## src/rtl/umem_arbiter.sv

```systemverilog
// umem_arbiter: shares one single-ported unified memory between the instruction-fetch (I)
// port and the MEM-stage data (D) port. D has priority; a burst counter forces one I grant
// after MAX_DBURST back-to-back D grants while I is waiting. An optional timeout aborts an
// access whose m_ack never arrives.
// Ports:
//   clk, rst                 clock (rising edge), asynchronous active-low reset
//   i_req/i_addr             I-port read request, held until i_ready
//   i_rdata/i_ready          fetched word and one-cycle completion pulse
//   d_req/d_we/d_addr/d_wdata D-port request, held until d_ready
//   d_rdata/d_ready          load data and one-cycle completion pulse
//   m_req/m_we/m_addr/m_wdata memory request (m_req held until m_ack), fields latched at grant
//   m_rdata/m_ack            memory read data and completion
//   stall                    combinational pipeline freeze
//   timeout                  one-cycle pulse alongside the ready of an aborted access
module umem_arbiter #(
    parameter int unsigned AW         = 32,
    parameter int unsigned DW         = 32,
    parameter int unsigned MAX_DBURST = 4,
    parameter int unsigned TIMEOUT    = 0
) (
    input  logic          clk,
    input  logic          rst,
    input  logic          i_req,
    input  logic [AW-1:0] i_addr,
    output logic [DW-1:0] i_rdata,
    output logic          i_ready,
    input  logic          d_req,
    input  logic          d_we,
    input  logic [AW-1:0] d_addr,
    input  logic [DW-1:0] d_wdata,
    output logic [DW-1:0] d_rdata,
    output logic          d_ready,
    output logic          m_req,
    output logic          m_we,
    output logic [AW-1:0] m_addr,
    output logic [DW-1:0] m_wdata,
    input  logic [DW-1:0] m_rdata,
    input  logic          m_ack,
    output logic          stall,
    output logic          timeout
);

    localparam int unsigned CW = $clog2(MAX_DBURST + 1);
    localparam int unsigned TW = (TIMEOUT > 1) ? $clog2(TIMEOUT) : 1;
    localparam logic [CW-1:0] BURST_MAX  = CW'(MAX_DBURST);
    localparam logic [TW-1:0] TO_LAST    = TW'(TIMEOUT - 1);
    localparam logic [DW-1:0] ABORT_DATA = DW'(32'hDEAD_BEEF);

    typedef enum logic [2:0] {
        IDLE   = 3'd0,
        BUSY_I = 3'd1,
        BUSY_D = 3'd2,
        DONE_I = 3'd3,
        DONE_D = 3'd4
    } state_t;

    state_t        state_q, state_d;
    logic [CW-1:0] burst_q, burst_d;
    logic [TW-1:0] tcnt_q, tcnt_d;
    logic          grant_i, grant_d;
    logic          ld_i, ld_d;
    logic          abort_i, abort_d;
    logic          expire;

    // Last BUSY cycle allowed before the access is abandoned
    assign expire = (TIMEOUT != 0) && (tcnt_q == TO_LAST);

    // Next-state, arbitration and load strobes
    always_comb begin
        state_d = state_q;
        burst_d = burst_q;
        tcnt_d  = '0;
        grant_i = 1'b0;
        grant_d = 1'b0;
        ld_i    = 1'b0;
        ld_d    = 1'b0;
        abort_i = 1'b0;
        abort_d = 1'b0;
        case (state_q)
            IDLE: begin
                if (d_req && !(i_req && burst_q == BURST_MAX)) begin
                    grant_d = 1'b1;
                    state_d = BUSY_D;
                    // The grant guard already stops the count at BURST_MAX
                    burst_d = i_req ? burst_q + CW'(1) : '0;
                end else if (i_req) begin
                    grant_i = 1'b1;
                    state_d = BUSY_I;
                    burst_d = '0;
                end
            end
            BUSY_I: begin
                if (m_ack) begin
                    ld_i    = 1'b1;
                    state_d = DONE_I;
                end else if (expire) begin
                    abort_i = 1'b1;
                    state_d = DONE_I;
                end else if (TIMEOUT != 0) begin
                    tcnt_d = tcnt_q + TW'(1);
                end
            end
            BUSY_D: begin
                if (m_ack) begin
                    ld_d    = !m_we;
                    state_d = DONE_D;
                end else if (expire) begin
                    abort_d = 1'b1;
                    state_d = DONE_D;
                end else if (TIMEOUT != 0) begin
                    tcnt_d = tcnt_q + TW'(1);
                end
            end
            default: state_d = IDLE;
        endcase
    end

    // State, counters, memory command and read-data registers
    always_ff @(posedge clk or negedge rst) begin
        if (!rst) begin
            state_q <= IDLE;
            burst_q <= '0;
            tcnt_q  <= '0;
            m_we    <= 1'b0;
            m_addr  <= '0;
            m_wdata <= '0;
            i_rdata <= '0;
            d_rdata <= '0;
            timeout <= 1'b0;
        end else begin
            state_q <= state_d;
            burst_q <= burst_d;
            tcnt_q  <= tcnt_d;
            timeout <= abort_i | abort_d;
            if (grant_d) begin
                m_we    <= d_we;
                m_addr  <= d_addr;
                m_wdata <= d_wdata;
            end else if (grant_i) begin
                m_we    <= 1'b0;
                m_addr  <= i_addr;
            end
            if (ld_i) begin
                i_rdata <= m_rdata;
            end else if (abort_i) begin
                i_rdata <= ABORT_DATA;
            end
            if (ld_d) begin
                d_rdata <= m_rdata;
            end else if (abort_d) begin
                d_rdata <= ABORT_DATA;
            end
        end
    end

    // Handshake outputs decoded from the state register
    assign m_req   = (state_q == BUSY_I) || (state_q == BUSY_D);
    assign i_ready = (state_q == DONE_I);
    assign d_ready = (state_q == DONE_D);
    assign stall   = (i_req & ~i_ready) | (d_req & ~d_ready);

endmodule

```

## config.mk

```make
export PLATFORM = sky130hd
export DESIGN_NAME = umem_arbiter
export DESIGN_NICKNAME = d
export VERILOG_FILES = /design/src/rtl/umem_arbiter.sv
export SDC_FILE = /design/constraint.sdc
export NUM_CORES = 1
export LEC_CHECK = 0
export CORE_UTILIZATION = 45
export DETAILED_ROUTE_END_ITERATION = 16
export GPL_TIMING_DRIVEN = 1
export PLACE_DENSITY = 0.86
export SLEW_MARGIN = 10
export SYNTH_ARGS = -nofsm -noshare
export SYNTH_HDL_FRONTEND = slang
export SYNTH_SLANG_ARGS = --single-unit
```

## constraint.sdc

```tcl
create_clock -name clk -period 2.9 [get_ports clk]
set_input_delay 0.87 -clock clk [delete_from_list [all_inputs] [get_ports clk]]
set_output_delay 0.87 -clock clk [all_outputs]
set_load 0.01 [all_outputs]
```

==> flow_summary_export.csv <==
group,metric,value,unit
run_status,status,"complete, no violations",
floorplanning,die_x,116.0,um
global_route,use_met3,5.544,%
route,vias,4771,
route,ant_nets,0,
synthesis,syn_area,5843,um^2
synthesis,yosys.area.top_type,"dfrtp_1",
route,viasPerCell,5.385,
clock_tree,clk_pin_slew,0.07,ns
sta,layout_min_cycle_time,2.733,ns
route,post_drt_wl_per_cell,18.98,um
synthesis,yosysTopAreaCellShare,57.82,%
placement,place_inst,854,
cells_and_area,mostFrequentLayoutCells,"clkdlybuf4s50_1, dfrtp_1, mux2_1, a31oi_1",
synthesis,yosysUniqueCellTypes,36,
floorplanning,initial_core_util,46.30,%
synthesis,ys_ff_latch,135,
route,drtIter0Drc,316,
placement,port_buffers,266,
clock_tree,cts_tree,"done",
sta,setup_viol,0,
sta,slew_violations,0,
clock_tree,cts_sinks,135,
global_route,gr-usage-met1,29.39,%
cells_and_area,utilization,73.41,%
global_route,grt_overflow,0,
global_route,grt_pass1_vias,4823,
route,first_pass_iters,5,
cells_and_area,syn_to_final_growth,58.54,%
cells_and_area,drive_above_1_share,13.45,%
global_route,top_usage_layer,"met2",
global_route,track_usage,25.17,%
placement,dp_slack,-0.1090,ns
cells_and_area,num_antenna_cells,0,
setup_path,r2r_end,"m_addr[6]$_DFFE_PN0P_",
synthesis,synthesis.nets,578,
setup_path,critical_path_class,"reg2out",
sta,fmax,0.3659,GHz
floorplanning,die-area,13440,um^2
synthesis,synth_edf_count,0,
cells_and_area,layout_commonest_cell,"clkdlybuf4s50_1",
sta,rsz0062_at_grt,"no",
pwr,powerDensity,1105,nW/um^2
synthesis,yosysWarnings,0,
sta,hold_viol_final,0,
floorplanning,pin_count,268,
route,drc,0,
setup_path,worst_setup_path_start_kind,"flip-flop",
setup_path,reg2reg_from,"state_q[2]$_DFFE_PN0P_",
run,max_cap_viol_count,0,
setup_path,cp-end-kind,"primary output",
sta,setup_ws,0.1669,ns
synthesis,synth_area_per_cell,13.22,um^2
clock_tree,clk_latency,0.40,ns
clock_tree,cts_buffers,17,
sta,tightest_slew,0.7801,ns
setup_path,crit_fanout,8,
cells_and_area,n_fill_cell,827,
sta,finClkSkew,0.01131,ns
placement,gp_congestion,0.8427,
global_route,use_met2,45.00,%
synthesis,synth-main-ff-cell,"dfrtp_1",
clock_tree,post_cts_resize_count,2,
floorplanning,core,12620,um^2
floorplanning,die_h,116.0,um
global_route,grt_pass1_wl,25.74,mm
clock_tree,cts_hold_buf,0,
clock_tree,h-tree-depth,4,
hold_path,hold_path_class,"in2async",
pwr,cellLeakagePower,0.003877,uW
synthesis,ys_async_sr_fraction,100.0,%
route,wirelength,16.81,mm
clock_tree,post_cts_buffers,0,
setup_path,crit_end,"i_ready",
cells_and_area,finalNonFillerCells,886,
cells_and_area,nets,837,
setup_path,worstPathRequired,2.03,ns
floorplanning,rows,41,
setup_path,crit_arrival,1.86,ns
sta,max_slew_margin,47.82,%
pwr,ir_worst_vdd,0.5630,mV
synthesis,netlist_instances,442,
sta,tns,0,ns
setup_path,reg2reg_depth,4,
clock_tree,clockRootBuffer,"clkbuf_16",
sta,finalCritPeriodShare,94.25,%
global_route,antenna_found_initial,0,
setup_path,rrSetupSlack,0.81,ns
placement,place_hpwl,12.05,mm
synthesis,synth_area_leaders,"dfrtp_1, mux2_1, mux2_4",
synthesis,seq_area_frac_synth,57.82,%
clock_tree,clock_path_buffers,2,
setup_path,critPathLaunch,"state_q[1]$_DFFE_PN0P_",
global_route,grt_max_degree,65,
[synth_stat cells (6+ instances only)]
master / number
buf_6: 6
dfrtp_1: 135
mux2_4: 29
o21ai_0: 23
inv_1: 7
clkbuf_1: 21
mux2_2: 12
buf_2: 9
nor3_1: 32
a31oi_1: 33
o31ai_1: 32
mux2_1: 55
o21ai_1: 10
[area by class of cell]
type	count	area, um^2	area share (%)
inverters	7	26.28	0.2836
well taps	172	215.2	2.323
repair buffers	281	2825	30.50
clock inverters	13	136.4	1.472
flip-flops and latches	135	3378	36.47
multi-input cells	259	2230	24.07
clock buffers	19	452.9	4.889
[state kept, by name, summed over array words and instances, names as in the netlist]
register,flops
d_rdata,32
state_q,3
m_we,1
burst_q,3
i_rdata,32
m_addr,32
m_wdata,32
[metrics by stage]
stage | power [uW] | hold slack, ns | area [um^2]
floorplan | 5540 | 0.4913 | 5843
detailed placement | 8145 | 0.4747 | 8666
finish | 10240 | 0.3577 | 9264
CTS | 10310 | 0.3566 | 9259
global placement | 7914 | 0.4653 | 8666
global route | 10800 | 0.3735 | 9264
[routing by layer]
layer / vias to the layer above / part of all wire (%)
met5: - / 0
li1: 2149 / -
met2: 243 / 53
met1: 2354 / 37
met3: 25 / 7.8
met4: 0 / 1.9
[worst min-delay path by stage]
stage                       startpoint                       to  slack [ns]  cells after the start
6_report                           rst  d_rdata[17]$_DFFE_PN0P_        0.36                      1
5_1_grt                            rst  d_rdata[17]$_DFFE_PN0P_        0.37                      1
4_1_cts                            rst   d_rdata[6]$_DFFE_PN0P_        0.36                      1
3_5_place_dp   d_rdata[20]$_DFFE_PN0P_  d_rdata[20]$_DFFE_PN0P_        0.47                      1
3_3_place_gp   d_rdata[10]$_DFFE_PN0P_  d_rdata[10]$_DFFE_PN0P_        0.47                      1
2_1_floorplan   burst_q[1]$_DFFE_PN0P_   burst_q[1]$_DFFE_PN0P_        0.49                      1
[power by group]
| group | total (uW) | internal, uW | switching, uW | leakage [uW] |
|---|---|---|---|---|
| Sequential | 3380 | 2830 | 552 | 0.00163 |
| Clock | 2110 | 1250 | 860 | 0.000281 |
| Combinational | 4740 | 2780 | 1960 | 0.00196 |
[critical path, cell delays in order, from the launching register on]
cell             delay (ns)
dfrtp_1                0.49
nor3b_2                0.29
clkdlybuf4s50_1        0.68
[cells by family (layout without fill, tap and decap cells)]
family / count (synthesis) / count (layout) / synth area share, %
flip-flops: 135 / 135 / 57.82
AO/OA/AOI/OAI: 110 / 110 / 11.95
multiplexers: 96 / 96 / 20.36
AND/OR/NAND/NOR: 49 / 49 / 4.861
buffers and inverters: 48 / 320 / 4.368
adder cells (fa/ha/maj): 2 / 2 / 0.4282
other: 1 / 1 / 0.06418
XOR/XNOR: 1 / 1 / 0.1499
(Power assumes the default switching activity.)
